[src/rtl/pre_if_stage.sv]
// -----------------------------------------------------------------------------
// pre_if_stage
//   Fetch-request stage that sits directly upstream of IF. Each cycle it picks
//   the next PC (sequential, live redirect, or a redirect remembered while IF
//   was stalled), issues an instruction-SRAM read for it, and presents IF with
//   the PC of the previously issued request and that request's instruction word.
//   Redirects and returned SRAM words are held across IF back-pressure so that
//   neither a branch target nor a fetched word is lost during a stall.
//
// Parameters
//   RESET_PC         address of the first fetch after reset
//
// Ports
//   clk              clock
//   reset            synchronous, active-high reset
//   fs_allow_in      IF accepts a new instruction at this edge
//   br_taken         redirect request (one-cycle pulse)
//   br_target        redirect target, valid with br_taken
//   to_fs_valid      request issued this cycle is valid for IF
//   fs_pc            PC of the instruction currently returned to IF
//   fs_inst          instruction word for fs_pc
//   inst_sram_en     SRAM read enable
//   inst_sram_we     SRAM byte write enables (never written)
//   inst_sram_addr   SRAM read address
//   inst_sram_wdata  SRAM write data (never written)
//   inst_sram_rdata  SRAM read data, valid one cycle after the request
// -----------------------------------------------------------------------------
module pre_if_stage #(
  parameter logic [31:0] RESET_PC = 32'h1c000000
) (
  input  logic        clk,
  input  logic        reset,
  input  logic        fs_allow_in,
  input  logic        br_taken,
  input  logic [31:0] br_target,
  output logic        to_fs_valid,
  output logic [31:0] fs_pc,
  output logic [31:0] fs_inst,
  output logic        inst_sram_en,
  output logic [3:0]  inst_sram_we,
  output logic [31:0] inst_sram_addr,
  output logic [31:0] inst_sram_wdata,
  input  logic [31:0] inst_sram_rdata
);

  logic [31:0] fetch_pc_reg;
  logic        br_pend_reg;
  logic [31:0] br_pend_tgt_reg;
  logic        rdata_fresh_reg;
  logic        ibuf_valid_reg;
  logic [31:0] ibuf_data_reg;

  logic        req_fire;
  logic [31:0] nextpc;

  // A live redirect beats a remembered one; otherwise fetch sequentially.
  // Starting fetch_pc at RESET_PC-4 makes the first sequential fetch RESET_PC.
  always_comb begin
    if (br_taken) begin
      nextpc = br_target;
    end else if (br_pend_reg) begin
      nextpc = br_pend_tgt_reg;
    end else begin
      nextpc = fetch_pc_reg + 32'd4;
    end
  end

  assign req_fire        = !reset && fs_allow_in;
  assign inst_sram_en    = req_fire;
  assign inst_sram_addr  = nextpc;
  assign inst_sram_we    = 4'b0000;
  assign inst_sram_wdata = 32'h0000_0000;
  assign to_fs_valid     = req_fire;

  assign fs_pc   = fetch_pc_reg;
  // Once a stall has captured the returned word, IF keeps seeing it even
  // though the SRAM output may have moved on.
  assign fs_inst = ibuf_valid_reg ? ibuf_data_reg : inst_sram_rdata;

  always_ff @(posedge clk) begin
    if (reset) begin
      fetch_pc_reg    <= RESET_PC - 32'd4;
      br_pend_reg     <= 1'b0;
      br_pend_tgt_reg <= 32'h0000_0000;
      rdata_fresh_reg <= 1'b0;
      ibuf_valid_reg  <= 1'b0;
      ibuf_data_reg   <= 32'h0000_0000;
    end else begin
      if (req_fire) begin
        fetch_pc_reg    <= nextpc;
        br_pend_reg     <= 1'b0;
        rdata_fresh_reg <= 1'b1;
        ibuf_valid_reg  <= 1'b0;
      end else begin
        rdata_fresh_reg <= 1'b0;
        // Remember the redirect until IF can take a request; a newer one wins.
        if (br_taken) begin
          br_pend_reg     <= 1'b1;
          br_pend_tgt_reg <= br_target;
        end
      end

      // The SRAM word is only guaranteed in the cycle right after the request,
      // so capture it on the first stalled cycle.
      if (rdata_fresh_reg && !fs_allow_in && !ibuf_valid_reg) begin
        ibuf_valid_reg <= 1'b1;
        ibuf_data_reg  <= inst_sram_rdata;
      end
    end
  end

endmodule

[config.mk]
export PLATFORM = sky130hd
export DESIGN_NAME = pre_if_stage
export DESIGN_NICKNAME = d
export VERILOG_FILES = /design/src/rtl/pre_if_stage.sv
export SDC_FILE = /design/constraint.sdc
export NUM_CORES = 1
export LEC_CHECK = 0
export BUFFER_PORTS_ARGS = -buffer_cell sky130_fd_sc_hd__buf_2
export CAP_MARGIN = 20
export CORE_MARGIN = 2
export CORE_UTILIZATION = 54
export CTS_CLUSTER_SIZE = 10
export DETAILED_ROUTE_END_ITERATION = 7
export PLACE_DENSITY = 0.86
export SLEW_MARGIN = 20
export SYNTH_ARGS = -nofsm -noshare
export SYNTH_HDL_FRONTEND = slang
export SYNTH_SLANG_ARGS = --single-unit
[constraint.sdc]
create_clock -name clk -period 6.47 [get_ports clk]
set_input_delay 0.9705 -clock clk [delete_from_list [all_inputs] [get_ports clk]]
set_output_delay 0.9705 -clock clk [all_outputs]
set_load 0.005 [all_outputs]
# Word-level counts from Yosys, hierarchy flattened
# Cells that the tools add are included.
# word_totals
register_bits	99
input_bits	68
output_inout_bits	134
word_cells	23
# classes
addsub	1
muxes	6
bitwise	1
n_reduce_logical	9
# op_table
cell	count
two-way mux 32 bit	3
adder 32 x 3 -> 32 bit (second input constant)	1
logical AND 1 bit	3
zero test 1 bit	3
two-way mux 1 bit	3
AND reduction 2 bit	1
nonzero test 2 bit	1
OR reduction 2 bit	1
inverter 1 bit	1

# Logic depth before layout (Yosys ltp)
# Gate-level depths: netlist of the first run.
# logic_depth
word_depth	4
depth_mapped	7
ltp_nobuf	6

# Least setup slack after synthesis of the first run
# No wires, ideal clock.
# synth_path
path_type	reg-to-output
from	register fetch_pc_reg[8], in the netlist fs_pc[8]
to	output inst_sram_addr[27]
t_arrival_ns	2.167
t_required_ns	5.499
path_slack_ns	3.333
stages_incl_launch_ff	8
n_path_buf	2
path_cell_list	dfxtp_1 clkbuf_1 nand3_1 or4_1 buf_2 or4_4 xor2_1 a21oi_1
# synth_between
elab_chain_len	3
# synth_rtl
element	line	rtl
from (decl)	46	logic [31:0] fetch_pc_reg;
from (signal assigned)	82	fetch_pc_reg <= RESET_PC - 32'd4;
from (signal assigned)	90	fetch_pc_reg <= nextpc;
adder 32 x 3 -> 32 bit	64	nextpc = fetch_pc_reg + 32'd4;
two-way mux 32 bit	61	end else if (br_pend_reg) begin
two-way mux 32 bit	59	if (br_taken) begin
to (decl)	41	output logic [31:0] inst_sram_addr,
# Every way passes these cells.

# Worst setup path in the final report of the first run
# layout_path
from	input br_taken
to	output inst_sram_addr[9]
# layout_between
elab_chain_len	1
# layout_rtl
element	line	rtl
from (decl)	34	input logic br_taken,
two-way mux 32 bit	59	
# Every way passes these cells.

==> results.md, run 1 <==
* Final setup fails at 0
* Period minus WS final at 4.118 ns
* CTS Hold Bufs at 0
* CP endpoint kind: primary output
* Flop2flop setup slack at 3.79 ns
* Reg-to-reg startpoint: fs_pc[8]
* Setup Skew at 0.01606 ns
* 1st-iter DRT viols at 425
* Detailed Place HPWL at 10510 µm
* Fin. max-slew vios at 0
* Setup TNS at 0 ns
* Distinct cells, synth at 56
* Period utilization at 0.6365
* Die X at 105.5 µm
* Asr flop ratio synth at 0
* Critical Path Source Type: input pin
* Wirelength per Cell at 15.75 µm
* R2R Path End: fs_pc[22]
* Max_cap viols at 0
* Crit path capture: inst_sram_addr[9]
* Cell Pwr Density at 220.8 nW/µm²
* Final nets at 922
* Fin. Hold Viols at 0
* Grt ovf at 0
* Root Buffer: clkbuf_8
* Die ar. at 11130 µm²
* Setup CP Type: input pin to primary output
* Mapped Area at 5563 µm²
* Setup bufs post-CTS at 0
* WP data required at 5.50 ns
* Worst vdd ir at 0.0001095 V
* First-pass GRT wire length at 24960 µm
* Yosys Warn Count at 0
* Gate Count Post-Synth at 722
* Ratio of cells with drive above 1 in the final layout at 0.2692
* Vias in the first global route at 5078
* Total GRT Usage at 0.2719
* Worst Path Arrival at 3.15 ns
* CTS tree: built
* Synth Register Bits at 99
* Critical path origin: br_taken
* Initial antenna violation count at 0
* Worst min path class: register to register
* Fmax at 0.2428 GHz
* Antenna cells at 0
* Top FF cell, synth: dfxtp_1
* Post-Route WL at 15650 µm
* Number of I/O pins at 202
* Global placer's final weighted congestion at 0.8776
* LEAKAGE at 2.725 nW
* CTS max path bufs at 2
* Core Rows at 37
* Most frequent cells in the layout: 165 x buf_2, 160 x nand2_1, 99 x dfxtp_1, 86 x a21oi_1, 36 x conb_1
* Die H at 105.5 µm
* Clock sinks at 99
* Clk_lat worst skew at 0.37 ns
* Largest net degree at the start of global routing at 92
* Vias per cell at 5.708
* Status: completed
* Worst-path clk slew at 0.09 ns
* Core ar. at 10140 µm²
* Final worst setup slack at 2.352 ns
* Relative slew slack at 0.3350
* Reg2Reg Depth at 5
* DR vias at 5674
* EDFF count, synth at 0
* Mean area per synthesized cell at 7.705 µm²
* PortBufs at 165
* Initial Utilization at 0.5487
* CTS H-tree lvls at 3
* Leading cell type in the layout, fill and taps excluded: buf_2
* Area grow syn2layout at 16.60%
* Cts bufs inserted at 9
* ANT nets after route at 0
* Drt pass-1 iters at 5
* Slew @ Worst Pin at 0.9975 ns
* Sequential element share of the synthesized area at 0.3563
* RSZ-0062 raised after global routing: no
* Post-CTS sizing at 0
* DRC viols at 0
* CP max FO at 46
* Pre-CTS WS at 2.360 ns
[worst max-delay path, stage by stage]
cell and delay, ns:
buf_2 0.10, buf_4 0.27, inv_1 0.67, nand2_1 0.54
nor2_1 0.21, a41oi_1 0.16, nand2_1 0.10, buf_2 0.12
[Yosys cell counts, drive strengths merged (5+ instances only)]
cell type / number / area (µm²)
nor3: 14 / 70.07
nand2: 160 / 600.6
or4: 5 / 41.29
o21ai: 27 / 135.1
nor2: 27 / 101.4
clkbuf: 43 / 161.4
xor2: 11 / 96.34
o22ai: 10 / 62.56
a21oi: 86 / 430.4
o31ai: 9 / 67.56
nand4: 13 / 96.34
dfxtp: 99 / 1982
buf: 46 / 314.1
mux2: 33 / 371.6
nor4: 8 / 62.56
a22oi: 9 / 67.56
xnor2: 10 / 87.58
nand3: 16 / 80.08
mux2i: 9 / 90.09
a31oi: 7 / 43.79
a21o: 5 / 37.54
inv: 8 / 30.03
a221o: 7 / 70.07
or3: 5 / 31.28
[worst min-delay path by stage]
stage / start / to / cells after the start
2_1_floorplan: br_pend_tgt_reg[31] / br_pend_tgt_reg[31] / 2
3_3_place_gp: br_pend_tgt_reg[31] / br_pend_tgt_reg[31] / 2
3_5_place_dp: br_pend_tgt_reg[21] / br_pend_tgt_reg[21] / 2
4_1_cts: br_pend_tgt_reg[21] / br_pend_tgt_reg[21] / 2
5_1_grt: ibuf_data_reg[29] / ibuf_data_reg[29] / 2
6_report: br_pend_tgt_reg[21] / br_pend_tgt_reg[21] / 2
[through the flow]
stage	cell area, µm²	util	std cells	total power [W]	hold WS [ns]
after global placement	6290	0.6204	978	0.001022	0.4377
after floorplan	5694	-	757	0.0009139	0.4320
after detailed placement	6290	0.6204	978	0.001028	0.4464
after global routing	6486	0.6398	994	0.001499	0.4729
after CTS	6486	0.6398	994	0.001431	0.4597
final	6486	0.6398	994	0.001432	0.4586
[per-layer routing]
layer	global-route usage	part of all wire
met5	0	0
met3	0.04886	0.075
met2	0.4493	0.48
met1	0.3565	0.43
met4	0.09680	0.022
[area by class of cell]
class / count / area [µm²]
clock buffer: 10 / 127.6
clock inverter: 6 / 68.82
fill: 954 / 3652
inverter: 9 / 33.78
multi-input combinational: 560 / 3211
sequential: 99 / 1982
tap: 136 / 170.2
timing repair buffer: 174 / 893.4
[report_power, final]
part           total, W  switching, W  internal, W
Combinational  0.000338      0.000196     0.000143
Sequential     0.000683     0.0000392     0.000643
Clock          0.000411      0.000228     0.000183
[cells by family (layout without fill, tap and decap cells)]
| group | count (synthesis) | in the layout | synth area share |
|---|---|---|---|
| adders and majority gates | 1 | 1 | 0.002249 |
| other | 1 | 36 | 0.0006741 |
| DFF | 99 | 99 | 0.3563 |
| xor gates and xnor gates | 21 | 21 | 0.03306 |
| muxes | 42 | 42 | 0.08300 |
| and+or+nand+nor | 272 | 272 | 0.2263 |
| AOI/OAI and AO/OA | 188 | 188 | 0.2069 |
| buffers and inverters | 98 | 199 | 0.09154 |
No activity file was read; power rests on OpenSTA's default activity.
==> inputs of run 2 (changes only) <==
- CORE_UTILIZATION: 54 -> 50
- PLACE_DENSITY: 0.86 -> 0.81
- clock period: 6.47 -> 4.2 ns (I/O delays scaled with it)
==> results.md, run 2 (synthesis results as in run 1) <==
* Worst Path Arrival at 2.99 ns (-0.16 ns)
* Area taken by multi-input logic gates at 3211 µm² (unchanged)
* Clock sinks at 99 (unchanged)
* Fmax at 0.2761 GHz
* Global placer's final weighted congestion at 0.8370 (-4.6%)
* PortBufs at 165 (unchanged)
* Ratio of cells with drive above 1 in the final layout at 0.2743 (+0.005075)
* CTS tree: built
* Relative slew slack at 0.3015 (-0.03350)
* Worst vdd ir at 0.0002100 V (+92%)
* Core Rows at 38 (+2.7%)
* Worst Hold Slack at 0.4580 ns (-0.0006050 ns)
* CTS H-tree lvls at 3 (unchanged)
* Status: completed
* Fin. Hold Viols at 0 (unchanged)
* Switching power at 0.0007131 W (+54%)
* Non-filler cells, final at 1004 (+1.0%)
* Period utilization at 0.8625
* Post-CTS sizing at 0 (unchanged)
* Placed Instances at 988 (+1.0%)
* CP max FO at 10 (-78%)
* Cell Pwr Density at 334.3 nW/µm² (+51%)
* Filler Cell Count at 1034 (+8.4%)
* Antenna cells at 0 (unchanged)
* CTS Hold Bufs at 0 (unchanged)
* Period minus WS final at 3.622 ns
* Die X at 109.5 µm (+3.8%)
* Core ar. at 10840 µm² (+6.9%)
* Seq pwr share at 0.482 (+0.005)
* CP Cell Sequence: ha_1, nand4_1, nor4_1, nand4_1, and3b_1, nor3_1, buf_2
* Grt ovf at 0 (unchanged)
* Root Buffer: clkbuf_8
* Detailed Place HPWL at 10830 µm (+3.1%)
* Initial antenna violation count at 0 (unchanged)
* Initial Utilization at 0.5132 (-0.03553)
* Setup bufs post-CTS at 0 (unchanged)
* DR vias at 5675 (+0.018%)
* ANT nets after route at 0 (unchanged)
* Most frequent cells in the layout: 165 x buf_2, 160 x nand2_1, 99 x dfxtp_1, 86 x a21oi_1, 36 x conb_1
* Reg area at 1982 µm² (unchanged)
* Post-Route WL at 15630 µm (-0.12%)
* Total GRT Usage at 0.2587 (-0.01326)
* Die H at 109.5 µm (+3.8%)
* Combinational share of power at 0.242 (+0.006)
* CP max stage delay at 0.73 ns (+0.06 ns)
* Worst-path clk slew at 0.10 ns (about the same)
* First-pass GRT wire length at 24240 µm (-2.9%)
* Worst path slowest cell: nor4_1
* Wirelength per Cell at 15.57 µm (-1.1%)
* Final nets at 928 (+0.65%)
* Largest net degree at the start of global routing at 92 (unchanged)
* Final setup fails at 0 (unchanged)
* Fin. max-slew vios at 0 (unchanged)
* Cts bufs inserted at 9 (unchanged)
* RSZ-0062 raised after global routing: no
* Drt pass-1 iters at 5 (unchanged)
* Most frequent cell on the critical path: nand4_1
* CTS max path bufs at 2 (unchanged)
* Die ar. at 11990 µm² (+7.7%)
* DRC viols at 0 (unchanged)
* Worst min path class: register to register
* Slew @ Worst Pin at 1.046 ns (+0.04882 ns)
* Critical Path Source Type: register
* CP endpoint kind: primary output
* Sw Ratio at 0.3267 (+0.003110)
* Clk_lat worst skew at 0.39 ns (+0.02 ns)
* Setup Skew at 0.01647 ns (+0.0004111 ns)
* Max_cap viols at 0 (unchanged)
* WP data required at 3.57 ns (-1.93 ns)
* Leading cell type in the layout, fill and taps excluded: buf_2
* 1st-iter DRT viols at 397 (-6.6%)
* Clock power frac at 0.276 (-0.011)
* Setup CP Type: register to primary output
* Core Util, Final at 0.6023 (-0.03750)
* Number of I/O pins at 202 (unchanged)
* Internal Dissipation at 0.001469 W (+52%)
* Area grow syn2layout at 17.36%
* Vias per cell at 5.652 (-0.98%)
* LEAKAGE at 2.749 nW (+0.88%)
* Vias in the first global route at 4875 (-4.0%)
* Setup TNS at 0 ns (unchanged)
run 2: cell count changes in the layout (fill, tap and decap cells not counted), sizes merged:
cell / previous run / this run
bufinv: 1 / 0
clkinv: 2 / 3
inv: 11 / 9
clkbuf: 10 / 12
buf: 174 / 180
run 2: power groups by stage:
stage / combinational (W) / sequential [W] / clock (W)
floorplan: 0.000354 / 0.00105 / 0
global placement: 0.000517 / 0.00107 / 0
detailed placement: 0.000521 / 0.00107 / 0
CTS: 0.000524 / 0.00105 / 0.000613
global route: 0.000585 / 0.00106 / 0.000653
finish: 0.000529 / 0.00105 / 0.000601
run 2: per-stage QoR:
| step | power (W) | area (µm²) | worst slack, ns |
|---|---|---|---|
| 2_1_floorplan | 0.001408 | 5694 | 1.403 |
| 3_3_place_gp | 0.001587 | 6340 | 1.165 |
| 3_5_place_dp | 0.001593 | 6340 | 1.110 |
| 4_1_cts | 0.002188 | 6529 | 0.6545 |
| 5_1_grt | 0.002300 | 6529 | 0.3061 |
| 6_report | 0.002182 | 6529 | 0.5777 |
run 2: area by class of cell:
class                           instances  share of cell area
Multi-Input combinational cell        560              0.4918
Sequential cell                        99              0.3036
Timing Repair Buffer                  180              0.1437
Tap cell                              140             0.02683
Clock buffer                           12             0.02376
Clock inverter                          4            0.005174
Inverter                                9            0.005174
run 2: path summary, 6_finish.rpt:
check	start	endpoint	slack (ns)	depth (start not counted)
worst max-delay path	fs_pc[2]	inst_sram_addr[30]	0.58	7
worst min-delay path	ibuf_data_reg[4]	ibuf_data_reg[4]	0.46	2
worst max register to register	fs_pc[8]	fs_pc[24]	1.69	6
worst min register to register	ibuf_data_reg[4]	ibuf_data_reg[4]	0.46	2
run 2: critical path: cells and delay by family, from the launching register on:
| family | cells | cell delay, ns |
|---|---|---|
| simple gates | 5 | 1.78 |
| flops | 1 | 0.43 |
| fa+ha+maj | 1 | 0.25 |
| buf+inv | 1 | 0.15 |
run 2: routing by layer:
layer	GRT usage	vias up	part of all wire
met1	0.3510	2655	0.44
met4	0.06058	0	0.012
met3	0.07291	16	0.087
met2	0.4083	251	0.46
li1	-	2753	-
met5	0	-	0
==> inputs of run 3 (changes only) <==
- BUFFER_PORTS_ARGS: -buffer_cell sky130_fd_sc_hd__buf_2 -> default
- CORE_MARGIN: 2 -> 1
- CORE_UTILIZATION: 50 -> 60
- CTS_CLUSTER_DIAMETER: default -> 50
- DONT_BUFFER_PORTS: default -> 1
- PLACE_DENSITY: 0.81 -> 0.76
==> results.md, run 3 (synthesis results as in run 1) <==
* Worst min path class: input pin to register
* Area grow syn2layout at 1.642%
* Setup TNS at 0 ns (unchanged)
* PortBufs at 0 (-100%)
* Clk_lat worst skew at 0.37 ns (-0.02 ns)
* Post-Route WL at 15090 µm (-3.5%)
* Core Rows at 34 (-11%)
* Cts bufs inserted at 9 (unchanged)
* Setup Skew at 0.01231 ns (-0.004162 ns)
* RSZ-0062 raised after global routing: no
* Fin. Hold Viols at 0 (unchanged)
* Most frequent cells in the layout: 160 x nand2_1, 99 x dfxtp_1, 86 x a21oi_1, 36 x conb_1, 33 x mux2_2
* Period utilization at 0.8431 (-0.01932)
* Total GRT Usage at 0.3094 (+0.05076)
* Die H at 98.29 µm (-10%)
* Failing checks: DRC
* Number of I/O pins at 202 (unchanged)
* Worst Path Arrival at 2.91 ns (-0.08 ns)
* Detailed Place HPWL at 10130 µm (-6.5%)
* Sw Ratio at 0.3228 (-0.003959)
* Ratio of cells with drive above 1 in the final layout at 0.09668 (-0.1776)
* Setup bufs post-CTS at 0 (unchanged)
* Status: finished with violations
* Worst Hold Slack at 0.3138 ns (-0.1442 ns)
* CP max stage delay at 0.68 ns (-0.05 ns)
* Routed met1 length at 5869 µm (-14%)
* Routed wl met2 at 7112 µm (-2.1%)
* Critical Path Source Type: register
* 1st-iter DRT viols at 343 (-14%)
* Slew @ Worst Pin at 0.9864 ns (-0.05996 ns)
* Die ar. at 9661 µm² (-19%)
* Clock sinks at 99 (unchanged)
* Switching power at 0.0006828 W (-4.3%)
* Internal Dissipation at 0.001432 W (-2.5%)
* CP endpoint kind: primary output
* Tot Pwr at 0.002115 W (-3.1%)
* Area taken by multi-input logic gates at 3211 µm² (unchanged)
* Antenna cells at 0 (unchanged)
* Reg area at 1982 µm² (unchanged)
* CTS Hold Bufs at 0 (unchanged)
* Die X at 98.29 µm (-10%)
* Final nets at 757 (-18%)
* Highest metal used: met4
* Worst path slowest cell: or4_1
* WP data required at 3.57 ns (about the same)
* Initial antenna violation count at 0 (unchanged)
* Root Buffer: clkbuf_8
* CTS H-tree lvls at 3 (unchanged)
* Initial Utilization at 0.6287 (+0.1155)
* Filler Cell Count at 761 (-26%)
* Global placer's final weighted congestion at 0.8905 (+6.4%)
* Core ar. at 8848 µm² (-18%)
* Vias in the first global route at 4733 (-2.9%)
* Post-CTS sizing at 0 (unchanged)
* First-pass GRT wire length at 23940 µm (-1.2%)
* Wirelength per Cell at 18.84 µm (+21%)
* Vias per cell at 6.414 (+13%)
* Final setup fails at 0 (unchanged)
* CP Cell Sequence: nand3_1, buf_4, or4_1, or4_4, xor2_1, a21oi_1
* Clock power frac at 0.317 (+0.041)
* CTS max path bufs at 2 (unchanged)
* Fmax at 0.2824 GHz (+2.3%)
* Grt ovf at 0 (unchanged)
* Drt pass-1 iters at 8 (+3)
* Leading cell type in the layout, fill and taps excluded: nand2_1
* Routed wl met3 at 1850 µm (+36%)
* Worst vdd ir at 0.0002628 V (+25%)
* DRC viols at 13 (+13)
* ANT nets after route at 0 (unchanged)
* Relative slew slack at 0.3400 (+0.03850)
* Period minus WS final at 3.541 ns (-0.08116 ns)
* DR vias at 5138 (-9.5%)
* Seq pwr share at 0.500 (+0.018)
* Worst-path clk slew at 0.11 ns (about the same)
* Largest net degree at the start of global routing at 93 (+1.1%)
* Combinational share of power at 0.183 (-0.059)
* CTS tree: built
* Max_cap viols at 0 (unchanged)
* CP max FO at 11 (+1)
* Cell Pwr Density at 374.1 nW/µm² (+12%)
* Setup CP Type: register to primary output
* LEAKAGE at 2.100 nW (-24%)
* Fin. max-slew vios at 0 (unchanged)
## run 3: cell types whose count changed in the layout (fill, tap and decap cells not counted), moves of 2 or more
cell      previous run  this run
buf_2              165         0
buf_4               15         8
clkbuf_8            11         9
inv_8                0         2
## run 3: metrics by stage
step	std cells	area, µm²	util	setup slack, ns
finish	801	5654	0.6390	0.6588
CTS	801	5654	0.6390	0.6780
global placement	784	5421	0.6127	1.166
detailed placement	785	5436	0.6144	1.109
global route	801	5654	0.6390	0.5292
floorplan	757	5694	-	1.403
## run 3: path summary, 6_finish.rpt
| path | start | cells past startpoint | end | slack, ns |
|---|---|---|---|---|
| hold / removal | reset | 1 | br_pend_tgt_reg[17] | 0.31 |
| hold reg to reg | br_pend_tgt_reg[15] | 2 | br_pend_tgt_reg[15] | 0.45 |
| setup reg to reg | fs_pc[7] | 6 | fs_pc[24] | 1.61 |
| setup / recovery | fs_pc[7] | 6 | inst_sram_addr[27] | 0.66 |
## run 3: per-layer routing
layer / up-vias / GRT usage
li1: 2410 / -
met1: 2414 / 0.3808
met2: 289 / 0.5065
met3: 25 / 0.1102
met4: 0 / 0.09759
met5: - / 0
## run 3: final cells by class
| type | instances | area share |
|---|---|---|
| Sequential cell | 99 | 0.3505 |
| Inverter | 9 | 0.005975 |
| Clock buffer | 9 | 0.02191 |
| Clock inverter | 7 | 0.01660 |
| Tap cell | 108 | 0.02390 |
| Timing Repair Buffer | 9 | 0.01328 |
| Multi-Input combinational cell | 560 | 0.5678 |
## run 3: power by group through the flow
stage / registers [W] / clock network, W / logic, W
after CTS: 0.00106 / 0.000679 / 0.000380
after global placement: 0.00107 / 0 / 0.000367
after global routing: 0.00107 / 0.000715 / 0.000425
after detailed placement: 0.00108 / 0 / 0.000379
final: 0.00106 / 0.000670 / 0.000387
after floorplan: 0.00105 / 0 / 0.000354
## run 3: worst max-delay path: cells and delay by family, from the launching register on
kind / cells / cell delay [ns]
AO/OA/AOI/OAI: 1 / 0.22
buffers and inverters: 1 / 0.20
flip-flops: 1 / 0.52
XOR/XNOR: 1 / 0.16
AND/OR/NAND/NOR: 3 / 1.43
